**src/rtl/fas_pkg.sv**
```systemverilog
// Shared definitions for the nibble-serial add/subtract datapath:
// the slice width and the control FSM state encoding.
package fas_pkg;

    localparam int NIB_W = 4;

    typedef enum logic [1:0] {
        IDLE = 2'd0,
        RUN  = 2'd1,
        DONE = 2'd2
    } state_t;

endpackage

```
**src/rtl/fasrip.sv**
```systemverilog
// 4-bit ripple-carry add/subtract slice.
// Subtract is a + ~b + cin; the caller seeds cin with 1 on the first nibble.
module fasrip
    import fas_pkg::*;
(
    input  logic [NIB_W-1:0] a,
    input  logic [NIB_W-1:0] b,
    input  logic             sub,
    input  logic             cin,
    output logic [NIB_W-1:0] sum,
    output logic             cout
);

    logic [NIB_W:0]   c;
    logic [NIB_W-1:0] bx;

    assign bx   = b ^ {NIB_W{sub}};
    assign c[0] = cin;

    // One full adder per bit, carry rippling upward
    generate
        for (genvar gi = 0; gi < NIB_W; gi++) begin : g_bit
            assign sum[gi]  = a[gi] ^ bx[gi] ^ c[gi];
            assign c[gi+1]  = (a[gi] & bx[gi]) | (a[gi] & c[gi]) | (bx[gi] & c[gi]);
        end
    endgenerate

    assign cout = c[NIB_W];

endmodule

```
**src/rtl/nibble_addsub_seq.sv**
```systemverilog
// Nibble-serial adder/subtractor: one 4-bit slice processes the operands
// LSB nibble first, one nibble per cycle, with a valid/ready handshake on
// both sides. Result and flags are held in DONE until consumed.
module nibble_addsub_seq
    import fas_pkg::*;
#(
    parameter int WIDTH = 16
) (
    input  logic             clk,
    input  logic             rst,
    input  logic             in_valid,
    output logic             in_ready,
    input  logic [WIDTH-1:0] a,
    input  logic [WIDTH-1:0] b,
    input  logic             s_op,
    output logic             out_valid,
    input  logic             out_ready,
    output logic [WIDTH-1:0] s,
    output logic             cout,
    output logic             ovf,
    output logic             zero
);

    localparam int NIBS = WIDTH / NIB_W;
    localparam int KW   = $clog2(NIBS);
    localparam int MSB  = WIDTH - 1;
    localparam logic [KW-1:0] K_LAST = KW'(NIBS - 1);

    state_t            state_q, state_d;
    logic [KW-1:0]     k_q, k_d;
    logic              carry_q, carry_d;
    logic [WIDTH-1:0]  a_q, a_d;
    logic [WIDTH-1:0]  b_q, b_d;
    logic              op_q, op_d;
    logic [WIDTH-1:0]  s_q, s_d;
    logic              cout_q, cout_d;
    logic              ovf_q, ovf_d;
    logic              zero_q, zero_d;
    logic              in_ready_q, in_ready_d;
    logic              out_valid_q, out_valid_d;

    logic [NIB_W-1:0]  a_nib [NIBS];
    logic [NIB_W-1:0]  b_nib [NIBS];
    logic [NIB_W-1:0]  slice_sum;
    logic              slice_cout;
    logic [WIDTH-1:0]  s_run;

    // Split captured operands into nibbles and splice the slice result
    // into the currently addressed nibble of the result
    generate
        for (genvar gi = 0; gi < NIBS; gi++) begin : g_nib
            localparam logic [KW-1:0] IDX = KW'(gi);
            assign a_nib[gi] = a_q[gi*NIB_W +: NIB_W];
            assign b_nib[gi] = b_q[gi*NIB_W +: NIB_W];
            assign s_run[gi*NIB_W +: NIB_W] = (k_q == IDX) ? slice_sum
                                                            : s_q[gi*NIB_W +: NIB_W];
        end
    endgenerate

    fasrip u_slice (
        .a    (a_nib[k_q]),
        .b    (b_nib[k_q]),
        .sub  (op_q),
        .cin  (carry_q),
        .sum  (slice_sum),
        .cout (slice_cout)
    );

    // Next-state and next-output logic for the IDLE/RUN/DONE sequencer
    always_comb begin
        state_d     = state_q;
        k_d         = k_q;
        carry_d     = carry_q;
        a_d         = a_q;
        b_d         = b_q;
        op_d        = op_q;
        s_d         = s_q;
        cout_d      = cout_q;
        ovf_d       = ovf_q;
        zero_d      = zero_q;
        in_ready_d  = in_ready_q;
        out_valid_d = out_valid_q;
        case (state_q)
            IDLE: begin
                if (in_valid) begin
                    a_d        = a;
                    b_d        = b;
                    op_d       = s_op;
                    k_d        = '0;
                    carry_d    = s_op;
                    state_d    = RUN;
                    in_ready_d = 1'b0;
                end
            end
            RUN: begin
                s_d     = s_run;
                carry_d = slice_cout;
                zero_d  = (s_run == '0);
                if (k_q == K_LAST) begin
                    k_d         = '0;
                    state_d     = DONE;
                    out_valid_d = 1'b1;
                    cout_d      = slice_cout;
                    ovf_d       = (a_q[MSB] == (b_q[MSB] ^ op_q)) && (s_run[MSB] != a_q[MSB]);
                end else begin
                    k_d = k_q + KW'(1);
                end
            end
            DONE: begin
                if (out_ready) begin
                    state_d     = IDLE;
                    out_valid_d = 1'b0;
                    in_ready_d  = 1'b1;
                end
            end
            default: begin
                state_d     = IDLE;
                out_valid_d = 1'b0;
                in_ready_d  = 1'b1;
            end
        endcase
    end

    // State and registered outputs; reset drops any in-flight operation
    always_ff @(posedge clk or posedge rst) begin
        if (rst) begin
            state_q     <= IDLE;
            k_q         <= '0;
            carry_q     <= 1'b0;
            a_q         <= '0;
            b_q         <= '0;
            op_q        <= 1'b0;
            s_q         <= '0;
            cout_q      <= 1'b0;
            ovf_q       <= 1'b0;
            zero_q      <= 1'b1;
            in_ready_q  <= 1'b1;
            out_valid_q <= 1'b0;
        end else begin
            state_q     <= state_d;
            k_q         <= k_d;
            carry_q     <= carry_d;
            a_q         <= a_d;
            b_q         <= b_d;
            op_q        <= op_d;
            s_q         <= s_d;
            cout_q      <= cout_d;
            ovf_q       <= ovf_d;
            zero_q      <= zero_d;
            in_ready_q  <= in_ready_d;
            out_valid_q <= out_valid_d;
        end
    end

    assign in_ready  = in_ready_q;
    assign out_valid = out_valid_q;
    assign s         = s_q;
    assign cout      = cout_q;
    assign ovf       = ovf_q;
    assign zero      = zero_q;

endmodule

```
**config.mk**
```make
export PLATFORM = sky130hd
export DESIGN_NAME = nibble_addsub_seq
export DESIGN_NICKNAME = d
export VERILOG_FILES = /design/src/rtl/fas_pkg.sv /design/src/rtl/fasrip.sv /design/src/rtl/nibble_addsub_seq.sv
export SDC_FILE = /design/constraint.sdc
export NUM_CORES = 1
export LEC_CHECK = 0
export ABC_AREA = 1
export ABC_CLOCK_PERIOD_IN_PS = 4090
export BUFFER_PORTS_ARGS = -buffer_cell sky130_fd_sc_hd__clkbuf_2
export CAP_MARGIN = 20
export CORE_ASPECT_RATIO = 1.5
export CORE_UTILIZATION = 53
export CTS_BUF_LIST = sky130_fd_sc_hd__clkbuf_8
export DETAILED_ROUTE_END_ITERATION = 7
export PLACE_DENSITY = 0.77
export SLEW_MARGIN = 5
export SYNTH_ARGS = -nofsm -noshare
export SYNTH_HDL_FRONTEND = slang
export SYNTH_SLANG_ARGS = --single-unit
```
**constraint.sdc**
```tcl
create_clock -name clk -period 4.09 [get_ports clk]
set_input_delay 0.818 -clock clk [delete_from_list [all_inputs] [get_ports clk]]
set_output_delay 0.818 -clock clk [all_outputs]
set_load 0.01 [all_outputs]
```
==> results of run 1 <==
==> layout by cell type, fill, tap and decap left out, types with 4 or more instances in the layout <==
master and instances:
a21oi_1 4, a31oi_1 11, clkbuf_2 57, clkbuf_8 11, dfrtp_1 57, fa_1 4, ha_1 4, inv_1 19
inv_2 6, nand2_1 184, nand3_1 11, nor2_1 33, o21ai_0 17, xor2_1 4
==> metal layers <==
| layer | vias up | global-route usage (%) |
|---|---|---|
| met5 | - | 0 |
| li1 | 1285 | - |
| met2 | 49 | 43.4 |
| met4 | 0 | 12.6 |
| met1 | 1135 | 27.4 |
| met3 | 14 | 6.16 |
==> cells by family after synthesis <==
logic type / Yosys count
AOI/OAI and AO/OA: 36
xor gates and xnor gates: 5
adders and majority gates: 8
buffers and inverters: 39
DFF: 59
and+or+nand+nor: 230
==> flip-flops by register name, summed over array words and instances, names as in the netlist <==
| signal | flops |
|---|---|
| a_q | 16 |
| b_q | 16 |
| carry_q | 1 |
| cout | 1 |
| in_ready | 1 |
| k_q | 2 |
| op_q | 1 |
| out_valid | 1 |
| ovf | 1 |
| s | 16 |
| state_q | 2 |
| zero | 1 |
==> report_power, final <==
part,internal [W],total (W),switching (W)
sequential,0.000872,0.00106,0.000189
combinational,0.000665,0.00185,0.00118
clock,0.000242,0.000462,0.000220
total,0.00178,0.00337,0.00159
==> worst max-delay path, delay by kind of cell (launching register included) <==
family | cells | cell delay (ns)
xor gates and xnor gates | 1 | 0.15
adders and majority gates | 4 | 1.59
buffers and inverters | 2 | 0.34
DFF | 1 | 0.51
and+or+nand+nor | 9 | 0.79
==> metrics by stage <==
step           area [µm²]  hold slack (ns)  util, %  instances
2_1_floorplan        2920            0.444        -        377
3_3_place_gp         3230            0.470     62.1        491
3_5_place_dp         3260            0.466     62.6        492
4_1_cts              3420            0.484     65.8        506
5_1_grt              3420            0.511     65.8        506
6_report             3420            0.476     65.8        506
==> worst paths after layout <==
| kind | startpoint | end | slack (ns) | depth (start not counted) |
|---|---|---|---|---|
| max in group asynchronous | rst | in_ready$_DFFE_PP1P_ | 2.93 | 3 |
| setup reg to reg | k_q[1]$_DFFE_PP0P_ | zero$_DFFE_PP1P_ | 0.65 | 16 |
| hold reg to reg | a_q[2]$_DFFE_PP0P_ | a_q[2]$_DFFE_PP0P_ | 0.48 | 2 |
| setup / recovery | k_q[1]$_DFFE_PP0P_ | zero$_DFFE_PP1P_ | 0.65 | 16 |
| min in group asynchronous | rst | s[11]$_DFFE_PP0P_ | 0.54 | 2 |
| hold / removal | a_q[2]$_DFFE_PP0P_ | a_q[2]$_DFFE_PP0P_ | 0.48 | 2 |
==> final cells by class <==
cell class | instances | area (µm²) | area share [%]
Clock buffer | 11 | 151 | 4.42
Clock inverter | 3 | 15.0 | 0.438
Inverter | 25 | 93.8 | 2.74
Multi-Input combinational cell | 279 | 1260 | 36.9
Sequential cell | 59 | 1480 | 43.2
Tap cell | 68 | 85.1 | 2.48
Timing Repair Buffer | 61 | 335 | 9.79
==> flow_summary.toml, run 1 <==
[run_status]
status = "completed"

[worst_setup_path]
start_kind = "flip-flop"
crit_arrival_ns = 3.74
path_cells = "inv_1, nand3_1, nand2_1, xor2_1, fa_1, fa_1, fa_1, inv_1, fa_1, nand2_1, nand2_1, nor2_1, nand2_1, nor2_1, nand2_1, nand2_1"
worst_path_most_repeated_cell = "nand2_1"
slowest_stage = "dfrtp_1"
cp_slowest_stage_delay_ns = 0.51
required_ns = 4.38
cp_max_fo = 12
worst-setup-path-type = "reg2reg"
worstSetupEndpointType = "flip-flop"

[synth]
synth_compound_area_share_pct = 7.02
synth_top_family_by_area = "simple AND/OR/NAND/NOR gates"
async_flop_share_pct = 100
syn_inst = 377
synth-main-ff-cell = "dfrtp_1"
synth.avg_cell_area_um2 = 7.75
synth_top_area_share_pct = 48.8
ys_ff_latch = 59
synth_adder_area_share_pct = 4.45
yosys-top-cells-count = "nand2_1, dfrtp_1, nor2_1, inv_1, o21ai_0"
yosysSeqAreaShare_pct = 50.6
synth_nets = 422
syn-cell-area_um2 = 2920
yosysWarnings = 0
yosys.area.top_type = "dfrtp_1"
synth_edf_count = 0
synth-xor-area-share_pct = 1.50
synth-simple-area-share_pct = 30.3
synthTopCellsByArea = "dfrtp_1, nand2_1, nor2_1"
synth_cell_types = 24
muxShareOfSynthArea_pct = 0
yosysMostFrequentCell = "nand2_1"

[global_route]
grt_max_degree = 39
first_global_vias = 2432
track_usage_pct = 24.7
grt_overflow = 0
grt_pass1_wl_um = 10800
antenna_found_initial = 0

[placement]
pre_cts_ws_ns = 0.707
hpwlAfterDp_um = 4560
gp_congestion = 0.906
io_buffer_count = 57

[timing]
slew_viol_final = 0
fin_crit_ns = 3.44
final.setup.tns_ns = 0
worst_pin_slew_ns = 0.662
hold_violations = 0
layout_setup_ws_ns = 0.647
max_freq_mhz = 290
rsz0062_at_grt = "false"
fin_skew_ns = 0.00915
slew_headroom_pct = 55.8
report.final.setup_viol = 0
min_period_over_period_pct = 84.2

[power_and_ir_drop]
p_total_w = 0.00337
powerDensity_nw_per_um2 = 984
p_leak_nw = 1.89
vdd_drop_max_uv = 429

[cts]
cts_buffers = 9
clockBufferDepth = 2
cts_hold_buf = 0
cts_sinks = 59
clock_latency_ns = 0.35
htreeDepth = 3
clkSlewWorstSetupHoldPaths_ns = 0.07
cts_tree = "done"
clock-root-buffer = "clkbuf_8"
cts_resized = 0
cts_setup_buffers = 0

[die]
ios = 58
die-area_um2 = 5820
num_rows = 32
start_util_pct = 56.1
die_h_um = 92.9
dieWidth_um = 62.6
core_um2 = 5200

[route]
wl_per_cell_um = 12.0
drt-met1-wl_um = 2510
dr.first_iter.drc_count = 167
viasPerCell = 4.91
antenna_left = 0
route.vias.total = 2483
drt_wl_total_um = 6100
top_layer = "met4"
met3_length_um = 229
wl_met2_um = 3200
firstDrtPassIters = 4
route.detailed.drc = 0

[finish]
nFillCells = 478
final_layout_size_suffix_gt1_share_pct = 19.4
area_delta_synth_final_pct = 17.2
insertedDiodeCount = 0
nets = 480

[job]
drv.max_cap_violation_count = 0

[min_path]
worstHoldPathType = "reg2reg"
(Power assumes the default switching activity.)
==> run 2, diff against run 1 <==
--- a/config.mk
+++ b/config.mk
@@ -6,7 +6,7 @@
 export NUM_CORES = 1
 export LEC_CHECK = 0
 export ABC_AREA = 1
-export ABC_CLOCK_PERIOD_IN_PS = 4090
+export ABC_CLOCK_PERIOD_IN_PS = 3270
 export BUFFER_PORTS_ARGS = -buffer_cell sky130_fd_sc_hd__clkbuf_2
 export CAP_MARGIN = 20
 export CORE_ASPECT_RATIO = 1.5
==> constraint.sdc (replaced) <==
create_clock -name clk -period 3.27 [get_ports clk]
set_input_delay 0.654 -clock clk [delete_from_list [all_inputs] [get_ports clk]]
set_output_delay 0.654 -clock clk [all_outputs]
set_load 0.01 [all_outputs]
==> flow_summary.toml, run 2 (same netlist as run 1, synthesis figures left out) <==
[power_and_ir_drop]
clkPwrFrac_pct = 17.5
power.internal_w = 0.00255
p_leak_nw = 1.96
powerDensity_nw_per_um2 = 1300
power_switching_share_pct = 44.8
vdd_drop_max_uv = 704
p_sw_w = 0.00207
pwr-share-seq_pct = 28.9
pwr-share-comb_pct = 53.7

[die]
core_um2 = 5200
start_util_pct = 56.1
ios = 58
die_h_um = 92.9
num_rows = 32
die-area_um2 = 5820
dieWidth_um = 62.6

[worst_setup_path]
cp_max_fo = 4
required_ns = 3.55
worst-setup-path-type = "reg2reg"
crit_arrival_ns = 3.40
worstSetupEndpointType = "flip-flop"
start_kind = "flip-flop"

[route]
route.vias.total = 2618
wl_per_cell_um = 12.6
dr.first_iter.drc_count = 148
drt_wl_total_um = 6540
antenna_left = 0
firstDrtPassIters = 4
viasPerCell = 5.05
route.detailed.drc = 0

[global_route]
antenna_found_initial = 0
track_usage_pct = 25.7
grt_max_degree = 60
grt_pass1_wl_um = 11300
grt_overflow = 0
first_global_vias = 2618

[placement]
hpwlAfterDp_um = 4630
dp.cells = 498
io_buffer_count = 57
gp_congestion = 0.897
pre_cts_ws_ns = 0.123

[finish]
layoutNonFillerInstCount = 518
nFillCells = 474
final_layout_size_suffix_gt1_share_pct = 22.2
nets = 490
layout_common_cells = "nand2_1, clkbuf_2, dfrtp_1, nor2_1, inv_1"
area_delta_synth_final_pct = 22.0
insertedDiodeCount = 0
final_common_cell = "nand2_1"

[timing]
max_freq_mhz = 320
hold_violations = 0
layout_setup_ws_ns = 0.147
slew_headroom_pct = 51.0
report.final.setup_viol = 0
final.setup.tns_ns = 0
min_period_over_period_pct = 95.5
fin_crit_ns = 3.12
fin_skew_ns = 0.00621
worst_pin_slew_ns = 0.734
slew_viol_final = 0

[run_status]
status = "completed"

[cts]
clock-root-buffer = "clkbuf_8"
clock_latency_ns = 0.34
clkSlewWorstSetupHoldPaths_ns = 0.07
cts_hold_buf = 0
cts_tree = "done"
cts_buffers = 9
htreeDepth = 3
clockBufferDepth = 2
cts_sinks = 59

[min_path]
worstHoldPathType = "reg2reg"

[job]
drv.max_cap_violation_count = 0
-- run 2: worst paths after layout --
path	start	slack, ns	cells after the start	to
setup / recovery	k_q[0]$_DFFE_PP0P_	0.15	15	ovf$_DFFE_PP0P_
setup reg to reg	k_q[0]$_DFFE_PP0P_	0.15	15	ovf$_DFFE_PP0P_
hold reg to reg	a_q[7]$_DFFE_PP0P_	0.48	2	a_q[7]$_DFFE_PP0P_
max in group asynchronous	rst	2.26	3	k_q[1]$_DFFE_PP0P_
hold / removal	a_q[7]$_DFFE_PP0P_	0.48	2	a_q[7]$_DFFE_PP0P_
min in group asynchronous	rst	0.49	3	s[3]$_DFFE_PP0P_
-- run 2: area by class of cell --
class                   instances  area [µm²]  share of cell area [%]
clock buffers                  10         138                    3.86
clock inverters                 6         104                    2.91
inverters                      25        93.8                    2.63
multi-input cells             279        1270                    35.6
flip-flops and latches         59        1480                    41.5
well taps                      68        85.1                    2.39
repair buffers                 71         394                    11.1
-- run 2: stage by stage --
step	utilization [%]	area [µm²]	total power [W]	hold WS (ns)
floorplan	-	2920	0.00305	0.444
global placement	63.1	3280	0.00366	0.463
detailed placement	63.1	3280	0.00372	0.466
CTS	67.7	3520	0.00455	0.485
global route	68.5	3560	0.00506	0.497
finish	68.5	3560	0.00462	0.477
-- run 2: power by group through the flow --
stage	logic, W	registers, W	clock network [W]
after floorplan	0.00173	0.00133	0
after global placement	0.00234	0.00133	0
after detailed placement	0.00238	0.00134	0
after CTS	0.00240	0.00133	0.000816
after global routing	0.00283	0.00138	0.000853
final	0.00248	0.00133	0.000806
-- run 2: routing by layer --
| layer | part of all wire [%] | global-route usage (%) | wire length (µm) | up-vias |
|---|---|---|---|---|
| met5 | 0 | 0 | 0 | - |
| met4 | 3.6 | 14.7 | 234 | 0 |
| met3 | 4.2 | 6.03 | 275 | 18 |
| met2 | 53 | 47.0 | 3480 | 73 |
| met1 | 39 | 26.3 | 2560 | 1219 |
| li1 | - | - | - | 1308 |
-- run 2: repair_timing --
action	CTS	global route
hold endpoints to repair	0	0
setup buffers	0	4
endpoints found under the setup margin	0	2
resized for setup	0	5
-- run 2: critical path, cell delays in order (launching register included) --
cell and delay, ns:
dfrtp_1 0.41, buf_6 0.13, nand2_1 0.07, nand3_1 0.08, nand2_1 0.07, xor2_1 0.15, fa_2 0.35, fa_2 0.35
fa_1 0.37, inv_1 0.08, fa_1 0.47, nand2_1 0.12, nand2_1 0.09, o21ai_0 0.18, nand3_1 0.09, nand2_1 0.07
